**src/rtl/oven_pkg.sv**
```systemverilog
// Shared types, default constants and temperature/time helpers for the oven controller.
package oven_pkg;

  localparam int TEMP_W = 10;
  localparam int TIME_W = 13;

  localparam int DEF_AMBIENT_TEMP = 70;
  localparam int DEF_MIN_TEMP     = 100;
  localparam int DEF_MAX_TEMP     = 500;
  localparam int DEF_MAX_TIME     = 5999;

  typedef enum logic [2:0] {
    ST_OFF      = 3'd0,
    ST_SET_TEMP = 3'd1,
    ST_SET_TIME = 3'd2,
    ST_PREHEAT  = 3'd3,
    ST_COOK     = 3'd4,
    ST_DONE     = 3'd5
  } state_e;

  function automatic logic [TEMP_W-1:0] clamp_temp(
    input logic [TEMP_W-1:0] v,
    input logic [TEMP_W-1:0] lo,
    input logic [TEMP_W-1:0] hi
  );
    if (v < lo) begin
      clamp_temp = lo;
    end else if (v > hi) begin
      clamp_temp = hi;
    end else begin
      clamp_temp = v;
    end
  endfunction

  // One cooling step, floored at ambient; the extra bit keeps floor+step from wrapping.
  function automatic logic [TEMP_W-1:0] cool_temp(
    input logic [TEMP_W-1:0] cur,
    input logic [TEMP_W-1:0] step,
    input logic [TEMP_W-1:0] floor_t
  );
    logic [TEMP_W:0] floor_sum;
    floor_sum = {1'b0, floor_t} + {1'b0, step};
    if ({1'b0, cur} < floor_sum) begin
      cool_temp = floor_t;
    end else begin
      cool_temp = cur - step;
    end
  endfunction

  function automatic logic [TEMP_W-1:0] heat_temp(
    input logic [TEMP_W-1:0] cur,
    input logic [TEMP_W-1:0] tgt,
    input logic [TEMP_W-1:0] step
  );
    logic [TEMP_W:0] sum;
    sum = {1'b0, cur} + {1'b0, step};
    if (cur < tgt) begin
      if (sum >= {1'b0, tgt}) begin
        heat_temp = tgt;
      end else begin
        heat_temp = sum[TEMP_W-1:0];
      end
    end else if (cur > tgt) begin
      if ({1'b0, cur} <= ({1'b0, tgt} + {1'b0, step})) begin
        heat_temp = tgt;
      end else begin
        heat_temp = cur - step;
      end
    end else begin
      heat_temp = tgt;
    end
  endfunction

endpackage

```
**src/rtl/sec_tick_gen.sv**
```systemverilog
// Free-running prescaler: counts 0..TICKS_PER_SEC-1 and raises tick for one cycle on each wrap.
module sec_tick_gen #(
  parameter int TICKS_PER_SEC = 50000000
) (
  input  logic clk,
  input  logic reset,
  output logic tick
);

  localparam int CNT_W = (TICKS_PER_SEC > 1) ? $clog2(TICKS_PER_SEC) : 1;
  localparam logic [CNT_W-1:0] CNT_LAST = CNT_W'(TICKS_PER_SEC - 1);
  localparam logic [CNT_W-1:0] CNT_ONE  = CNT_W'(1);

  logic [CNT_W-1:0] cnt_r;
  logic             tick_r;

  // prescaler count and registered wrap pulse
  always_ff @(posedge clk or posedge reset) begin
    if (reset) begin
      cnt_r  <= {CNT_W{1'b0}};
      tick_r <= 1'b0;
    end else if (cnt_r == CNT_LAST) begin
      cnt_r  <= {CNT_W{1'b0}};
      tick_r <= 1'b1;
    end else begin
      cnt_r  <= cnt_r + CNT_ONE;
      tick_r <= 1'b0;
    end
  end

  assign tick = tick_r;

endmodule

```
**src/rtl/oven_controller.sv**
```systemverilog
// Oven sequencing FSM: temperature entry, time entry, preheat, cook countdown and done/cool-down,
// paced by a one-second tick; all outputs are registered.
module oven_controller #(
  parameter int TICKS_PER_SEC = 50000000,
  parameter int TEMP_STEP     = 10,
  parameter int AMBIENT_TEMP  = oven_pkg::DEF_AMBIENT_TEMP,
  parameter int MIN_TEMP      = oven_pkg::DEF_MIN_TEMP,
  parameter int MAX_TEMP      = oven_pkg::DEF_MAX_TEMP,
  parameter int MAX_TIME      = oven_pkg::DEF_MAX_TIME
) (
  input  logic                          clk,
  input  logic                          reset,
  input  logic                          power_sw,
  input  logic                          enter_btn,
  input  logic                          cancel_btn,
  input  logic [oven_pkg::TIME_W-1:0]   entry_value,
  output logic                          power,
  output logic                          temp_input_done,
  output logic                          time_input_done,
  output logic [oven_pkg::TEMP_W-1:0]   current_temp,
  output logic [oven_pkg::TEMP_W-1:0]   target_temp,
  output logic [oven_pkg::TIME_W-1:0]   current_time,
  output logic [oven_pkg::TIME_W-1:0]   target_time,
  output logic                          heater_on,
  output logic                          done_alarm
);

  import oven_pkg::*;

  localparam logic [TEMP_W-1:0] AMB_T     = TEMP_W'(AMBIENT_TEMP);
  localparam logic [TEMP_W-1:0] STEP_T    = TEMP_W'(TEMP_STEP);
  localparam logic [TEMP_W-1:0] MIN_T     = TEMP_W'(MIN_TEMP);
  localparam logic [TEMP_W-1:0] MAX_T     = TEMP_W'(MAX_TEMP);
  localparam logic [TEMP_W-1:0] TEMP_ZERO = {TEMP_W{1'b0}};
  localparam logic [TIME_W-1:0] MAX_TM    = TIME_W'(MAX_TIME);
  localparam logic [TIME_W-1:0] TIME_ONE  = TIME_W'(1);
  localparam logic [TIME_W-1:0] TIME_ZERO = {TIME_W{1'b0}};

  state_e state_r, state_next_s;

  logic enter_r, enter_prev_r, cancel_r, cancel_prev_r;
  logic enter_edge_s, cancel_edge_s, tick_s;

  logic [TEMP_W-1:0] temp_sel_s, cooled_s, heated_s;
  logic [TIME_W-1:0] time_sel_s;

  logic              power_next_s, temp_done_next_s, time_done_next_s;
  logic              heater_next_s, alarm_next_s;
  logic [TEMP_W-1:0] cur_temp_next_s, tgt_temp_next_s;
  logic [TIME_W-1:0] cur_time_next_s, tgt_time_next_s;

  sec_tick_gen #(
    .TICKS_PER_SEC(TICKS_PER_SEC)
  ) u_tick (
    .clk   (clk),
    .reset (reset),
    .tick  (tick_s)
  );

  // button level registers for rising-edge detection
  always_ff @(posedge clk or posedge reset) begin
    if (reset) begin
      enter_r       <= 1'b0;
      enter_prev_r  <= 1'b0;
      cancel_r      <= 1'b0;
      cancel_prev_r <= 1'b0;
    end else begin
      enter_r       <= enter_btn;
      enter_prev_r  <= enter_r;
      cancel_r      <= cancel_btn;
      cancel_prev_r <= cancel_r;
    end
  end

  assign enter_edge_s  = enter_r & ~enter_prev_r;
  assign cancel_edge_s = cancel_r & ~cancel_prev_r;

  assign temp_sel_s = clamp_temp(entry_value[TEMP_W-1:0], MIN_T, MAX_T);
  assign time_sel_s = (entry_value > MAX_TM) ? MAX_TM : entry_value;
  assign cooled_s   = tick_s ? cool_temp(current_temp, STEP_T, AMB_T) : current_temp;
  assign heated_s   = tick_s ? heat_temp(current_temp, target_temp, STEP_T) : current_temp;

  // state register
  always_ff @(posedge clk or posedge reset) begin
    if (reset) begin
      state_r <= ST_OFF;
    end else begin
      state_r <= state_next_s;
    end
  end

  // next-state: power off, then cancel, then enter, then tick
  always_comb begin
    state_next_s = state_r;
    if (!power_sw) begin
      state_next_s = ST_OFF;
    end else if (cancel_edge_s && (state_r != ST_OFF)) begin
      state_next_s = ST_SET_TEMP;
    end else begin
      case (state_r)
        ST_OFF:      state_next_s = ST_SET_TEMP;
        ST_SET_TEMP: state_next_s = enter_edge_s ? ST_SET_TIME : ST_SET_TEMP;
        ST_SET_TIME: state_next_s = (enter_edge_s && (time_sel_s != TIME_ZERO)) ? ST_PREHEAT : ST_SET_TIME;
        ST_PREHEAT:  state_next_s = (current_temp == target_temp) ? ST_COOK : ST_PREHEAT;
        ST_COOK:     state_next_s = (tick_s && (current_time <= TIME_ONE)) ? ST_DONE : ST_COOK;
        ST_DONE:     state_next_s = enter_edge_s ? ST_SET_TEMP : ST_DONE;
        default:     state_next_s = ST_OFF;
      endcase
    end
  end

  // next values of the registered outputs
  always_comb begin
    power_next_s     = (state_next_s != ST_OFF);
    tgt_temp_next_s  = target_temp;
    tgt_time_next_s  = target_time;
    cur_temp_next_s  = current_temp;
    cur_time_next_s  = current_time;
    temp_done_next_s = temp_input_done;
    time_done_next_s = time_input_done;
    heater_next_s    = heater_on;
    alarm_next_s     = done_alarm;
    if (!power_sw) begin
      tgt_temp_next_s  = TEMP_ZERO;
      tgt_time_next_s  = TIME_ZERO;
      cur_time_next_s  = TIME_ZERO;
      temp_done_next_s = 1'b0;
      time_done_next_s = 1'b0;
      heater_next_s    = 1'b0;
      alarm_next_s     = 1'b0;
      cur_temp_next_s  = cooled_s;
    end else if (cancel_edge_s && (state_r != ST_OFF)) begin
      cur_time_next_s  = TIME_ZERO;
      temp_done_next_s = 1'b0;
      time_done_next_s = 1'b0;
      heater_next_s    = 1'b0;
      alarm_next_s     = 1'b0;
      if (state_r == ST_SET_TEMP) begin
        tgt_temp_next_s = temp_sel_s;
      end else if (state_r == ST_SET_TIME) begin
        tgt_time_next_s = time_sel_s;
      end else begin
        tgt_temp_next_s = target_temp;
      end
    end else begin
      case (state_r)
        ST_OFF: begin
          cur_temp_next_s = cooled_s;
        end
        ST_SET_TEMP: begin
          tgt_temp_next_s = temp_sel_s;
          if (enter_edge_s) begin
            temp_done_next_s = 1'b1;
          end else begin
            cur_temp_next_s = cooled_s;
          end
        end
        ST_SET_TIME: begin
          tgt_time_next_s = time_sel_s;
          if (enter_edge_s && (time_sel_s != TIME_ZERO)) begin
            time_done_next_s = 1'b1;
            cur_time_next_s  = time_sel_s;
            heater_next_s    = (current_temp < target_temp);
          end else begin
            cur_temp_next_s = cooled_s;
          end
        end
        ST_PREHEAT: begin
          if (current_temp == target_temp) begin
            heater_next_s = 1'b1;
          end else begin
            cur_temp_next_s = heated_s;
            heater_next_s   = (heated_s < target_temp);
          end
        end
        ST_COOK: begin
          heater_next_s = 1'b1;
          if (tick_s) begin
            if (current_time <= TIME_ONE) begin
              cur_time_next_s = TIME_ZERO;
              heater_next_s   = 1'b0;
              alarm_next_s    = 1'b1;
            end else begin
              cur_time_next_s = current_time - TIME_ONE;
            end
          end else begin
            cur_time_next_s = current_time;
          end
        end
        ST_DONE: begin
          if (enter_edge_s) begin
            temp_done_next_s = 1'b0;
            time_done_next_s = 1'b0;
            cur_time_next_s  = TIME_ZERO;
            heater_next_s    = 1'b0;
            alarm_next_s     = 1'b0;
          end else begin
            heater_next_s   = 1'b0;
            alarm_next_s    = 1'b1;
            cur_temp_next_s = cooled_s;
          end
        end
        default: begin
          cur_temp_next_s = current_temp;
        end
      endcase
    end
  end

  // output registers
  always_ff @(posedge clk or posedge reset) begin
    if (reset) begin
      power           <= 1'b0;
      temp_input_done <= 1'b0;
      time_input_done <= 1'b0;
      current_temp    <= AMB_T;
      target_temp     <= TEMP_ZERO;
      current_time    <= TIME_ZERO;
      target_time     <= TIME_ZERO;
      heater_on       <= 1'b0;
      done_alarm      <= 1'b0;
    end else begin
      power           <= power_next_s;
      temp_input_done <= temp_done_next_s;
      time_input_done <= time_done_next_s;
      current_temp    <= cur_temp_next_s;
      target_temp     <= tgt_temp_next_s;
      current_time    <= cur_time_next_s;
      target_time     <= tgt_time_next_s;
      heater_on       <= heater_next_s;
      done_alarm      <= alarm_next_s;
    end
  end

endmodule
```
**config.mk**
```make
export PLATFORM = sky130hd
export DESIGN_NAME = oven_controller
export DESIGN_NICKNAME = d
export VERILOG_FILES = /design/src/rtl/oven_pkg.sv /design/src/rtl/sec_tick_gen.sv /design/src/rtl/oven_controller.sv
export SDC_FILE = /design/constraint.sdc
export NUM_CORES = 1
export LEC_CHECK = 0
export BUFFER_PORTS_ARGS = -buffer_cell sky130_fd_sc_hd__buf_2
export CAP_MARGIN = 40
export CORE_MARGIN = 2
export CORE_UTILIZATION = 48
export DETAILED_ROUTE_END_ITERATION = 8
export PLACE_DENSITY = 0.72
export SYNTH_ARGS = -nofsm -noshare
export SYNTH_HDL_FRONTEND = slang
export SYNTH_SLANG_ARGS = --single-unit
```
**constraint.sdc**
```tcl
create_clock -name clk -period 9.52 [get_ports clk]
set_input_delay 0.952 -clock clk [delete_from_list [all_inputs] [get_ports clk]]
set_output_delay 0.952 -clock clk [all_outputs]
set_load 0.01 [all_outputs]
```
Yosys cells after proc, flatten, opt, wreduce, memory -nomap -nowiden --
Cells that the tools add are included.
Cells by class: $add $sub $neg 5, magnitude comparators 10, equal/unequal tests 24, multiplexer cells 61, bitwise operators 4, reductions and logical operators 14
Operators with widths (count):
- 10-bit two-way mux | 16
- 13-bit two-way mux | 11
- 10-bit case mux with 4 select lines | 1
- 13-bit case mux with 3 select lines | 1
- 26-bit by 1-bit adder with 26-bit output, second input constant | 1
- 26-bit == test, second input constant | 1
- 26-bit two-way mux | 1
- 10-bit by 4-bit adder with 11-bit output, second input constant | 2
- 1-bit two-way mux | 21
- 10-bit < comparator | 2
- 10-bit by 7-bit < comparator with 1-bit output, second input constant | 2
- 3-bit case mux with 6 select lines | 1
- 4-bit inequality test, second input constant | 4
- 13-bit > comparator, second input constant | 1
- 13-bit by 1-bit <= comparator with 1-bit output, second input constant | 1
- 13-bit nonzero test | 1
- 13-bit by 1-bit subtractor with 13-bit output, second input constant | 1
- 3-bit two-way mux | 4
- 3-bit inequality test, second input constant | 4
- 4-bit by 1-bit inequality test with 1-bit output, second input constant | 3
- 11-bit by 10-bit >= comparator with 1-bit output | 1
- 10-bit by 11-bit <= comparator with 1-bit output | 1
- 10-bit == test | 1
- 10-bit > comparator | 1
- other kinds (24) | 35
Storage, ports and cells: register bits after elaboration 85, input bits 18, output and inout bits 51, word-level logic and storage cells 134

Logic depth before layout (Yosys ltp) --
Gate-level depths: netlist of run 1.
depth after elaboration 11, gate-level depth with buffers 21, depth with buffers taken out 21

Hierarchy --
Synthesis of run 1 repeated with hierarchy kept, for this count alone.
Second synthesis, totals: cell total of the unflattened synthesis 704, area total of the unflattened synthesis 6025.8 µm²
By module, submodules not included:
- oven_controller | instances 1, cells each 569, area each 4655.7 µm², sequential area each 1455.1 µm²
- sec_tick_gen | instances 1, cells each 135, area each 1370.1 µm², sequential area each 675.6 µm²

Worst setup path after synthesis of run 1 --
No wires, ideal clock.
path kind register -> register, start point reg current_temp[1] in the netlist's numbering, end point reg heater_on, setup time 92 ps, arrival 4028 ps, required time 9428 ps, setup slack 5400 ps, cell stages (with the launch flop) 21, buffers on the path 2, period minus slack after synthesis 4120 ps, path through dfstp_2 > clkbuf_1 > a21o_1 > and3_1 > xor2_1 > ha_1 > a21oi_1 > o21ai_0 > a21oi_1 > o211ai_4 > mux2_4 > buf_6 > a221oi_2 > a21oi_1 > ha_1 > nor2b_1 > o21ai_0 > o2111ai_1 > a41oi_2 > nor2_1 > o31ai_2
Between the ends: longest elaborated chain between the ends 10, elaborated cells on any way between the ends 18, those cells by class add/sub: 2; order compare: 5; eq/ne: 1; mux: 10
RTL lines:
- start, declared | RTL line oven_controller.sv:20 | output logic [oven_pkg::TEMP_W-1:0] current_temp,
- start signal, assigned | RTL line oven_controller.sv:226 | current_temp <= cur_temp_next_s;
- 10-bit by 4-bit adder with 11-bit output, or another cell as far along | RTL line oven_pkg.sv:56 | sum = {1'b0, cur} + {1'b0, step};
- 11-bit by 10-bit >= comparator with 1-bit output or 10-bit two-way mux (tied branches) | RTL line oven_pkg.sv:58, oven_pkg.sv:64
- 10-bit two-way mux (on tied branches) | RTL line oven_pkg.sv:58, oven_pkg.sv:63
- 10-bit two-way mux | RTL line oven_pkg.sv:57 | if (cur < tgt) begin
- 10-bit two-way mux | RTL line oven_controller.sv:81 | assign heated_s = tick_s ? heat_temp(current_temp, target_temp, STEP_T) : current_temp;
- 10-bit < comparator | RTL line oven_controller.sv:173 | heater_next_s = (heated_s < target_temp);
- 1-bit two-way mux | RTL line oven_controller.sv:169 | if (current_temp == target_temp) begin
- 1-bit case mux with 4 select lines * | RTL line oven_controller.sv:146 | case (state_r)
- 1-bit two-way mux * | RTL line oven_controller.sv:132 | end else if (cancel_edge_s && (state_r != ST_OFF)) begin
- 1-bit two-way mux * | RTL line oven_controller.sv:123 | if (!power_sw) begin
- end signal, assigned | RTL line oven_controller.sv:230 | heater_on <= heater_next_s;
- end, declared | RTL line oven_controller.sv:24 | output logic heater_on,
Every way passes the cells marked *; elsewhere a longest branch is shown, timed or not. The select of a mux whose other input is x is not followed. A chain may end at the register's enable or synchronous reset.

Worst setup path in the final report of run 1 --
start point reg target_temp[1] in the netlist's numbering, end point reg heater_on
Between the ends: longest elaborated chain between the ends 11, elaborated cells on any way between the ends 17, those cells by class add/sub: 1; order compare: 5; eq/ne: 1; mux: 10
RTL lines:
- start, declared | RTL line oven_controller.sv:21 | output logic [oven_pkg::TEMP_W-1:0] target_temp,
- start signal, assigned | RTL line oven_controller.sv:227 | target_temp <= tgt_temp_next_s;
- 10-bit by 4-bit adder with 11-bit output | RTL line oven_pkg.sv:64 | if ({1'b0, cur} <= ({1'b0, tgt} + {1'b0, step})) begin
- 10-bit by 11-bit <= comparator with 1-bit output | RTL line oven_pkg.sv:64
- 10-bit two-way mux | RTL line oven_pkg.sv:64
- 10-bit two-way mux | RTL line oven_pkg.sv:63 | end else if (cur > tgt) begin
- 10-bit two-way mux | RTL line oven_pkg.sv:57
- 10-bit two-way mux | RTL line oven_controller.sv:81
- 10-bit < comparator | RTL line oven_controller.sv:173
- 1-bit two-way mux | RTL line oven_controller.sv:169
- 1-bit case mux with 4 select lines * | RTL line oven_controller.sv:146
- 1-bit two-way mux * | RTL line oven_controller.sv:132
- 1-bit two-way mux * | RTL line oven_controller.sv:123
Marks and branches as above.

==> results of run 1 <==
cell families (layout without fill, tap and decap cells):
logic type,Yosys count,in the layout,synth area share (%)
compound gates,191,191,21.26
xor+xnor,42,42,6.097
fa+ha+maj,43,43,8.918
buf+inv,63,121,4.791
flops,85,85,35.32
mux,3,3,0.5806
simple gates,269,269,23.04
critical path, cell delays in order, from the launching register on:
cell,delay (ns)
sky130_fd_sc_hd__dfrtp_1,0.49
sky130_fd_sc_hd__ha_1,0.24
sky130_fd_sc_hd__o21ai_0,0.16
sky130_fd_sc_hd__or3_1,0.36
sky130_fd_sc_hd__xnor2_1,0.14
sky130_fd_sc_hd__ha_1,0.28
sky130_fd_sc_hd__nand3_1,0.11
sky130_fd_sc_hd__a211o_1,0.26
sky130_fd_sc_hd__o211ai_2,0.11
sky130_fd_sc_hd__nand2_1,0.17
sky130_fd_sc_hd__mux2_4,0.40
sky130_fd_sc_hd__a221oi_2,0.33
sky130_fd_sc_hd__a21oi_1,0.12
sky130_fd_sc_hd__ha_1,0.31
sky130_fd_sc_hd__nor2b_1,0.13
sky130_fd_sc_hd__o21ai_0,0.27
sky130_fd_sc_hd__o2111ai_1,0.19
sky130_fd_sc_hd__a41oi_2,0.18
sky130_fd_sc_hd__nor2_1,0.07
sky130_fd_sc_hd__o31ai_2,0.16
final cells by class:
class | instances | area [um^2] | area share (%)
timing repair buffer | 73 | 397.9 | 5.854
inverter | 32 | 121.4 | 1.786
sequential | 85 | 2131 | 31.35
clock buffer | 10 | 229.0 | 3.369
multi-input combinational | 548 | 3613 | 53.17
tap | 168 | 210.2 | 3.093
clock inverter | 6 | 93.84 | 1.381
metrics by stage:
stage	setup WS [ns]	total power, mW	hold slack, ns
floorplan	5.400	0.5138	0.3465
global placement	5.127	0.5631	0.3559
detailed placement	5.005	0.5686	0.3629
CTS	4.984	0.9587	0.3774
global route	4.693	0.9919	0.3938
finish	4.943	0.9562	0.3764
flip-flops by register name (all words and copies together), names as in the netlist:
name,count
u_tick.cnt_r,26
current_time,13
target_time,13
current_temp,10
target_temp,10
state_r,3
cancel_prev_r,1
cancel_r,1
done_alarm,1
enter_prev_r,1
enter_r,1
heater_on,1
power,1
temp_input_done,1
time_input_done,1
u_tick.tick,1
path summary, 6_finish.rpt:
| kind | from | endpoint | slack [ns] | depth (start not counted) |
|---|---|---|---|---|
| min in group asynchronous | reset | u_tick.cnt_r[6]$_DFF_PP0_ | 0.71 | 3 |
| max in group asynchronous | reset | target_time[7]$_DFFE_PP0P_ | 8.19 | 4 |
| hold / removal | enter_r$_DFF_PP0_ | enter_prev_r$_DFF_PP0_ | 0.38 | 0 |
| setup reg to reg | target_temp[1]$_DFFE_PP0P_ | heater_on$_DFFE_PP0P_ | 4.94 | 19 |
| hold reg to reg | enter_r$_DFF_PP0_ | enter_prev_r$_DFF_PP0_ | 0.38 | 0 |
| setup / recovery | target_temp[1]$_DFFE_PP0P_ | heater_on$_DFFE_PP0P_ | 4.94 | 19 |
cell usage in the layout, fill, tap and decap left out, types with 9 or more instances in the layout:
cell | synthesis | layout
sky130_fd_sc_hd__a211oi_1 | 10 | 10
sky130_fd_sc_hd__a21o_1 | 10 | 10
sky130_fd_sc_hd__a21oi_1 | 47 | 47
sky130_fd_sc_hd__a31oi_1 | 10 | 10
sky130_fd_sc_hd__and3_1 | 10 | 10
sky130_fd_sc_hd__buf_2 | 5 | 68
sky130_fd_sc_hd__clkbuf_16 | 0 | 9
sky130_fd_sc_hd__dfrtp_1 | 82 | 82
sky130_fd_sc_hd__ha_1 | 43 | 43
sky130_fd_sc_hd__inv_1 | 32 | 31
sky130_fd_sc_hd__nand2_1 | 48 | 48
sky130_fd_sc_hd__nand3_1 | 22 | 22
sky130_fd_sc_hd__nand4_1 | 17 | 17
sky130_fd_sc_hd__nor2_1 | 84 | 84
sky130_fd_sc_hd__nor2b_1 | 10 | 10
sky130_fd_sc_hd__nor3_1 | 22 | 22
sky130_fd_sc_hd__nor4_1 | 9 | 9
sky130_fd_sc_hd__o21ai_0 | 47 | 47
sky130_fd_sc_hd__o21ai_1 | 14 | 14
sky130_fd_sc_hd__or3_1 | 12 | 12
sky130_fd_sc_hd__xnor2_1 | 26 | 26
sky130_fd_sc_hd__xor2_1 | 16 | 16
power breakdown:
part	total (mW)	switching (mW)	internal [mW]
registers	0.396	0.0211	0.375
clock network	0.391	0.158	0.232
logic	0.169	0.109	0.0602
routing by layer:
metal	GRT usage, %	vias to the layer above	share of wire (%)
met1	36.06	2749	43
li1	-	2619	-
met2	40.23	231	47
met3	5.449	48	6.6
met5	0	-	0
met4	12.06	0	3.6
==> summary.md, run 1 <==
| Metric | Value |
|---|---|
| Leading post-synthesis cells by instance count | `sky130_fd_sc_hd__nor2_1, sky130_fd_sc_hd__dfrtp_1, sky130_fd_sc_hd__nand2_1` |
| Instance count of the mapped netlist | `696` |
| Sequential cell area fraction in the yosys report | `35.32%` |
| Count of nets after finishing | `810` |
| Post-Route Skew | `0.007962 ns` |
| Unrepaired setup endpoints after global routing | `no` |
| Initial core utilization | `slightly below 50%` |
| WP data arrival | `4.84 ns` |
| P_leak | `3.107 nW` |
| DIE AREA | `13480 um^2` |
| Clk_lat worst skew | `roughly 0.35 ns` |
| CP Launch Type | `flip-flop` |
| Buffers inserted by post-CTS timing repair | `0` |
| Power per cell area | `140.7 nW/um^2` |
| CTS Hold Buffers Added | `0` |
| Max frequency | `218.5 MHz` |
| Setup-failing EPs final | `0` |
| Largest net degree at the start of global routing | `50` |
| Synthesized Nets | `757` |
| Final critical path time including I/O delays and setup | `4.577 ns` |
| Std-Cell Rows | `40` |
| Via count normalized by instance count | `6.125` |
| Root Buffer Master | `sky130_fd_sc_hd__clkbuf_16` |
| Number of instances in the placed design | `906` |
| Clock input transition at the sequential cells of the worst setup and hold paths | `~0.070 ns` |
| Total count of max-transition violations in the final report | `0` |
| Antenna violations before repair | `0` |
| Largest fanout on the critical path | `11` |
| Diode insertion count for antenna repair | `0` |
| Path category of the worst min-delay check | `flip-flop to flip-flop` |
| Via count of the first global-routing pass | `5285` |
| Total congestion overflow after global routing | `0` |
| ANT nets after route | `0` |
| Count of port buffers added during placement | `68` |
| Critical Path RT | `9.79 ns` |
| Fill count | `approximately 1100` |
| Wire per inst | `18.84 um` |
| Synth top area share | `34.01%` |
| YS warnings | `0` |
| Number of flip-flops and latches in the synthesized netlist | `85` |
| TritonCTS clock tree | `built` |
| Number of flops mapped to enable cells by yosys | `0` |
| Detailed placement HPWL | `12.63 mm` |
| Count of cells resized by post-cts repair | `0` |
| Top_reg_cell synth | `sky130_fd_sc_hd__dfrtp_1` |
| Distinct cell type count of the synthesized netlist | `78` |
| Post-Synthesis Cell Area | `6033 um^2` |
| Transition time at the pin with the least slew margin | `approximately 0.8 ns` |
| H-tree level count | `3` |
| Total placed instance area | `6474 um^2` |
| Non-filler instance count after layout | `922` |
| Total Negative Setup Slacks | `0 ns` |
| Share of flip-flops with an asynchronous set or reset after synthesis | `100.0%` |
| Final routed DRC violation total | `0` |
| Max Root-Sink Buffers | `2` |
| Number of I/O pins | `69` |
| Number of vias in the routed layout | `5647` |
| Status | `finished, final reports clean` |
| Final number of hold-violating endpoints | `0` |
| Final Core Density | `55.88%` |
| Final design instance area without fill | `6797 um^2` |
| Sink Count | `85` |
| Top cells by area, synth | `sky130_fd_sc_hd__dfrtp_1, sky130_fd_sc_hd__ha_1, sky130_fd_sc_hd__nor2_1` |
| Leading cell type by number of instances after synthesis | `sky130_fd_sc_hd__nor2_1` |
| Total track usage | `26.30%` |
| Wire length of the first global-routing pass | `27.50 mm` |
| Die span in y | `~120 um` |
| Width of the die | `116.1 um` |
| Area growth from synthesis to final layout | `12.65%` |
| Crit share post-route | `48.07%` |
| Mean instance size in the synthesized netlist | `roughly 8.7 um^2` |
| Max-capacitance violation count | `0` |
| Routability congestion estimate | `0.9666` |
| Crit path kind | `flip-flop to flip-flop` |
| Total wire length | `17.37 mm` |
| Relative slew margins | `between 40 and 50%` |
| DRT Pass-1 Iters | `5` |
| DRC violation total after the first TritonRoute iteration | `617` |
| CTS Buf Count | `9` |
| Area of the core | `12160 um^2` |
| Critical path endpoint category | `flip-flop` |
| Fraction of final layout cells with drive strength greater than 1 | `17.37%` |
| Maximum VDD drop | `0.0001475 V` |
| Area leader, netlist | `sky130_fd_sc_hd__dfrtp_1` |
(Power assumes the default switching activity.)
==> run 2: changes to the inputs <==
- ABC_AREA: unset -> 1
- PLACE_DENSITY: 0.72 -> 0.74
- clock period: 9.52 -> 3.86 ns (I/O delays scaled with it)
==> summary.md, run 2 <==
| Metric | Value |
|---|---|
| List of cells traversed by the critical path | `nand2_1 -> a21oi_2 -> nand3_1 -> xor2_1 -> inv_1 -> ha_1 -> a21o_1 -> a21oi_1 -> nand2_1 -> inv_4 -> nand2_8 -> o21ai_0 -> a21oi_1 -> o21ai_1 -> ha_1 -> nand4_1 -> a21oi_2 -> nor4_1 -> nand2_1 -> nand2_1 -> nand2_1 -> nand2_1` |
| Max Root-Sink Buffers | `2 (unchanged)` |
| Critical Path RT | `4.15 ns (-5.64 ns)` |
| Clock input transition at the sequential cells of the worst setup and hold paths | `0.07 ns (about the same)` |
| Kind of cell adding the most delay to the critical path | `compound AO/OA/AOI/OAI gates` |
| Worst setup slack after layout | `0.1881 ns (-4.755 ns)` |
| Most common library cell in the layout ignoring fill and taps | `sky130_fd_sc_hd__nand2_1` |
| Fraction of final layout cells with drive strength greater than 1 | `17.74% (+0.36 points)` |
| Via count of the first global-routing pass | `5438 (+2.9%)` |
| Area leader, netlist | `sky130_fd_sc_hd__dfrtp_1` |
| Total buffers and inverters traversed by the critical path | `2 (+2)` |
| Top cells by area, synth | `sky130_fd_sc_hd__dfrtp_1, sky130_fd_sc_hd__nand2_1, sky130_fd_sc_hd__ha_1` |
| DRT Pass-1 Iters | `5 (unchanged)` |
| Setup-failing EPs final | `0 (unchanged)` |
| Share of flip-flops with an asynchronous set or reset after synthesis | `100.0% (unchanged)` |
| Wire per inst | `15.14 um (-20%)` |
| Flip-flop count of the largest register, all copies and words added | `26 (unchanged)` |
| Clk_lat worst skew | `0.35 ns (about the same)` |
| Leading post-synthesis cells by instance count | `sky130_fd_sc_hd__nand2_1, sky130_fd_sc_hd__inv_1, sky130_fd_sc_hd__nor2_1` |
| Post-Route Skew | `0.007226 ns (-0.0007367 ns)` |
| Total track usage | `24.11% (-2.2 points)` |
| Path category of the worst min-delay check | `primary input to asynchronous set/reset pin` |
| Post-synthesis xor/xnor area fraction | `4.682% (-1.4 points)` |
| Synthesized Nets | `901 (+19%)` |
| CP Launch Type | `flip-flop` |
| Width of the die | `117.4 um (+1.1%)` |
| Root Buffer Master | `sky130_fd_sc_hd__clkbuf_16` |
| Post-synthesis share of cell area spent on full adders, half adders and majority gates | `8.715% (-0.20 points)` |
| Routability congestion estimate | `0.9085 (-6.0%)` |
| Leading cell type by number of instances after synthesis | `sky130_fd_sc_hd__nand2_1` |
| Count of port buffers added during placement | `68 (unchanged)` |
| Crit path kind | `flip-flop to flip-flop` |
| P_leak | `3.692 nW (+19%)` |
| Area of the core | `12570 um^2 (+3.3%)` |
| Sequential cell area fraction in the yosys report | `34.52% (-0.80 points)` |
| Antenna violations before repair | `0 (unchanged)` |
| Die span in y | `117.4 um (+1.1%)` |
| Initial core utilization | `49.12% (-0.49 points)` |
| Area growth from synthesis to final layout | `19.27%` |
| Total wire length | `16.78 mm (-3.4%)` |
| CTS Hold Buffers Added | `0 (unchanged)` |
| Post-Route Hold Slack | `0.005149 ns (-0.3712 ns)` |
| Power per cell area | `584.5 nW/um^2 (+320%)` |
| Number of flip-flops and latches in the synthesized netlist | `85 (unchanged)` |
| Diode insertion count for antenna repair | `0 (unchanged)` |
| Total congestion overflow after global routing | `0 (unchanged)` |
| Compound-Gate Fraction of Synth Area | `16.19% (-5.1 points)` |
| Share of synthesized cell area in and, or, nand and nor gates | `26.92% (+3.9 points)` |
| Relative slew margins | `49.46% (+4.1 points)` |
| Std-Cell Rows | `41 (+2.5%)` |
| Via count normalized by instance count | `5.459 (-11%)` |
| WP data arrival | `3.96 ns (-0.88 ns)` |
| Maximum VDD drop | `0.0002813 V (+91%)` |
| Fill count | `1163 (+2.9%)` |
| Unrepaired setup endpoints after global routing | `yes` |
| Registers with the most flip-flops | `u_tick.cnt_r x26, current_time x13, target_time x13` |
| Number of I/O pins | `69 (unchanged)` |
| TritonCTS clock tree | `built` |
| Final Core Density | `58.59% (+2.7 points)` |
| YS warnings | `0 (unchanged)` |
| Total placed instance area | `6823 um^2 (+5.4%)` |
| Cell occurring most often along the worst timing path | `sky130_fd_sc_hd__nand2_1` |
| Mean instance size in the synthesized netlist | `7.349 um^2 (-15%)` |
| Number of flops mapped to enable cells by yosys | `0 (unchanged)` |
| Maximum single-stage delay on the critical path | `0.58 ns (+0.09 ns)` |
| DRC violation total after the first TritonRoute iteration | `437 (-29%)` |
| Wire length of the first global-routing pass | `26.97 mm (-1.9%)` |
| Sink Count | `85 (unchanged)` |
| Main combinational cell family by area after synthesis | `simple AND/OR/NAND/NOR gates` |
| Transition time at the pin with the least slew margin | `0.7563 ns (-0.05714 ns)` |
| CTS Buf Count | `9 (unchanged)` |
| ANT nets after route | `0 (unchanged)` |
| Final number of hold-violating endpoints | `0 (unchanged)` |
| Post-placement setup slack | `0.1035 ns (-4.901 ns)` |
| Max frequency | `272.3 MHz (+25%)` |
| Crit share post-route | `95.13% (+47 points)` |
| Final critical path time including I/O delays and setup | `3.672 ns (-0.9047 ns)` |
| Instance count of the mapped netlist | `840 (+21%)` |
| Count of nets after finishing | `992 (+22%)` |
| Number of vias in the routed layout | `6049 (+7.1%)` |
| Largest fanout on the critical path | `9 (-2)` |
| Commonest cells after routing, fill and taps aside | `sky130_fd_sc_hd__nand2_1, sky130_fd_sc_hd__inv_1, sky130_fd_sc_hd__dfrtp_1, sky130_fd_sc_hd__nor2_1, sky130_fd_sc_hd__buf_2` |
| Largest net degree at the start of global routing | `33 (-34%)` |
| Critical path endpoint category | `flip-flop` |
| Final routed DRC violation total | `0 (unchanged)` |
| Distinct cell type count of the synthesized netlist | `54 (-31%)` |
| Post-Synthesis Cell Area | `6173 um^2 (+2.3%)` |
| Most flop-heavy register | `u_tick.cnt_r` |
| Status | `finished, final reports clean` |
| Share of cell area taken by muxes after synthesis | `0% (-0.58 points)` |
| DIE AREA | `13780 um^2 (+2.2%)` |
| Detailed placement HPWL | `12.64 mm (about the same)` |
| Cell with the largest stage delay on the worst path | `sky130_fd_sc_hd__dfstp_2` |
| H-tree level count | `3 (unchanged)` |
| Synth top area share | `33.24% (-0.77 points)` |
| Final design instance area without fill | `7363 um^2 (+8.3%)` |
| Total count of max-transition violations in the final report | `0 (unchanged)` |
| Max-capacitance violation count | `0 (unchanged)` |
| Top_reg_cell synth | `sky130_fd_sc_hd__dfrtp_1` |
[run 2: cells by family (layout without fill, tap and decap cells)]
| logic type | after synthesis | count (layout) |
|---|---|---|
| XOR/XNOR | 33 | 33 |
| AO/OA/AOI/OAI | 172 | 172 |
| AND/OR/NAND/NOR | 364 | 365 |
| buffers and inverters | 143 | 238 |
| flip-flops | 85 | 85 |
| adder cells (fa/ha/maj) | 43 | 43 |
[run 2: metal layers]
metal  track usage [%]  up-vias  share of wire (%)
li1                  -     3010                  -
met1             33.42     2784                 46
met5                 0        -                  0
met4             9.111        0                2.8
met2             37.90      216                 45
met3             4.037       39                6.3
[run 2: timing repair]
action,CTS,global route
gates resized for setup,0,39
setup endpoints to repair,0,1
buffers inserted,0,7
[run 2: cell type report]
class | count | area (um^2) | area share [%]
clock buffer | 10 | 229.0 | 3.110
clock inverter | 6 | 111.4 | 1.512
inverter | 123 | 467.9 | 6.355
multi-input combinational | 613 | 3618 | 49.14
sequential | 85 | 2132 | 28.95
tap | 172 | 215.2 | 2.923
timing repair buffer | 98 | 581.8 | 7.901
timing repair inverter | 1 | 7.507 | 0.1020
[run 2: where the power goes]
part / switching, mW / total [mW] / internal [mW]
Sequential: 0.129 / 1.12 / 0.987
Clock: 0.358 / 0.990 / 0.632
Combinational: 1.35 / 2.20 / 0.844
Total: 1.84 / 4.30 / 2.46
[run 2: metrics by stage]
stage	TNS, ns	std cells	total power, mW
final	0	1108	4.304
after global routing	-0.06985	1108	4.620
after CTS	0	1099	3.974
after detailed placement	0	1083	2.975
after global placement	0	1082	2.956
after floorplan	0	840	2.413
[run 2: path summary, 6_finish.rpt]
| kind | from | endpoint | slack [ns] | depth (start not counted) |
|---|---|---|---|---|
| min in group clk | enter_btn | enter_r$_DFF_PP0_ | 0.14 | 1 |
| setup reg to reg | current_temp[2]$_DFFE_PP1P_ | heater_on$_DFFE_PP0P_ | 0.19 | 22 |
| hold / removal | reset | u_tick.cnt_r[7]$_DFF_PP0_ | 0.005 | 2 |
| max in group asynchronous | reset | current_temp[2]$_DFFE_PP1P_ | 3.09 | 3 |
| hold reg to reg | enter_r$_DFF_PP0_ | enter_prev_r$_DFF_PP0_ | 0.38 | 0 |
| setup / recovery | current_temp[2]$_DFFE_PP1P_ | heater_on$_DFFE_PP0P_ | 0.19 | 22 |
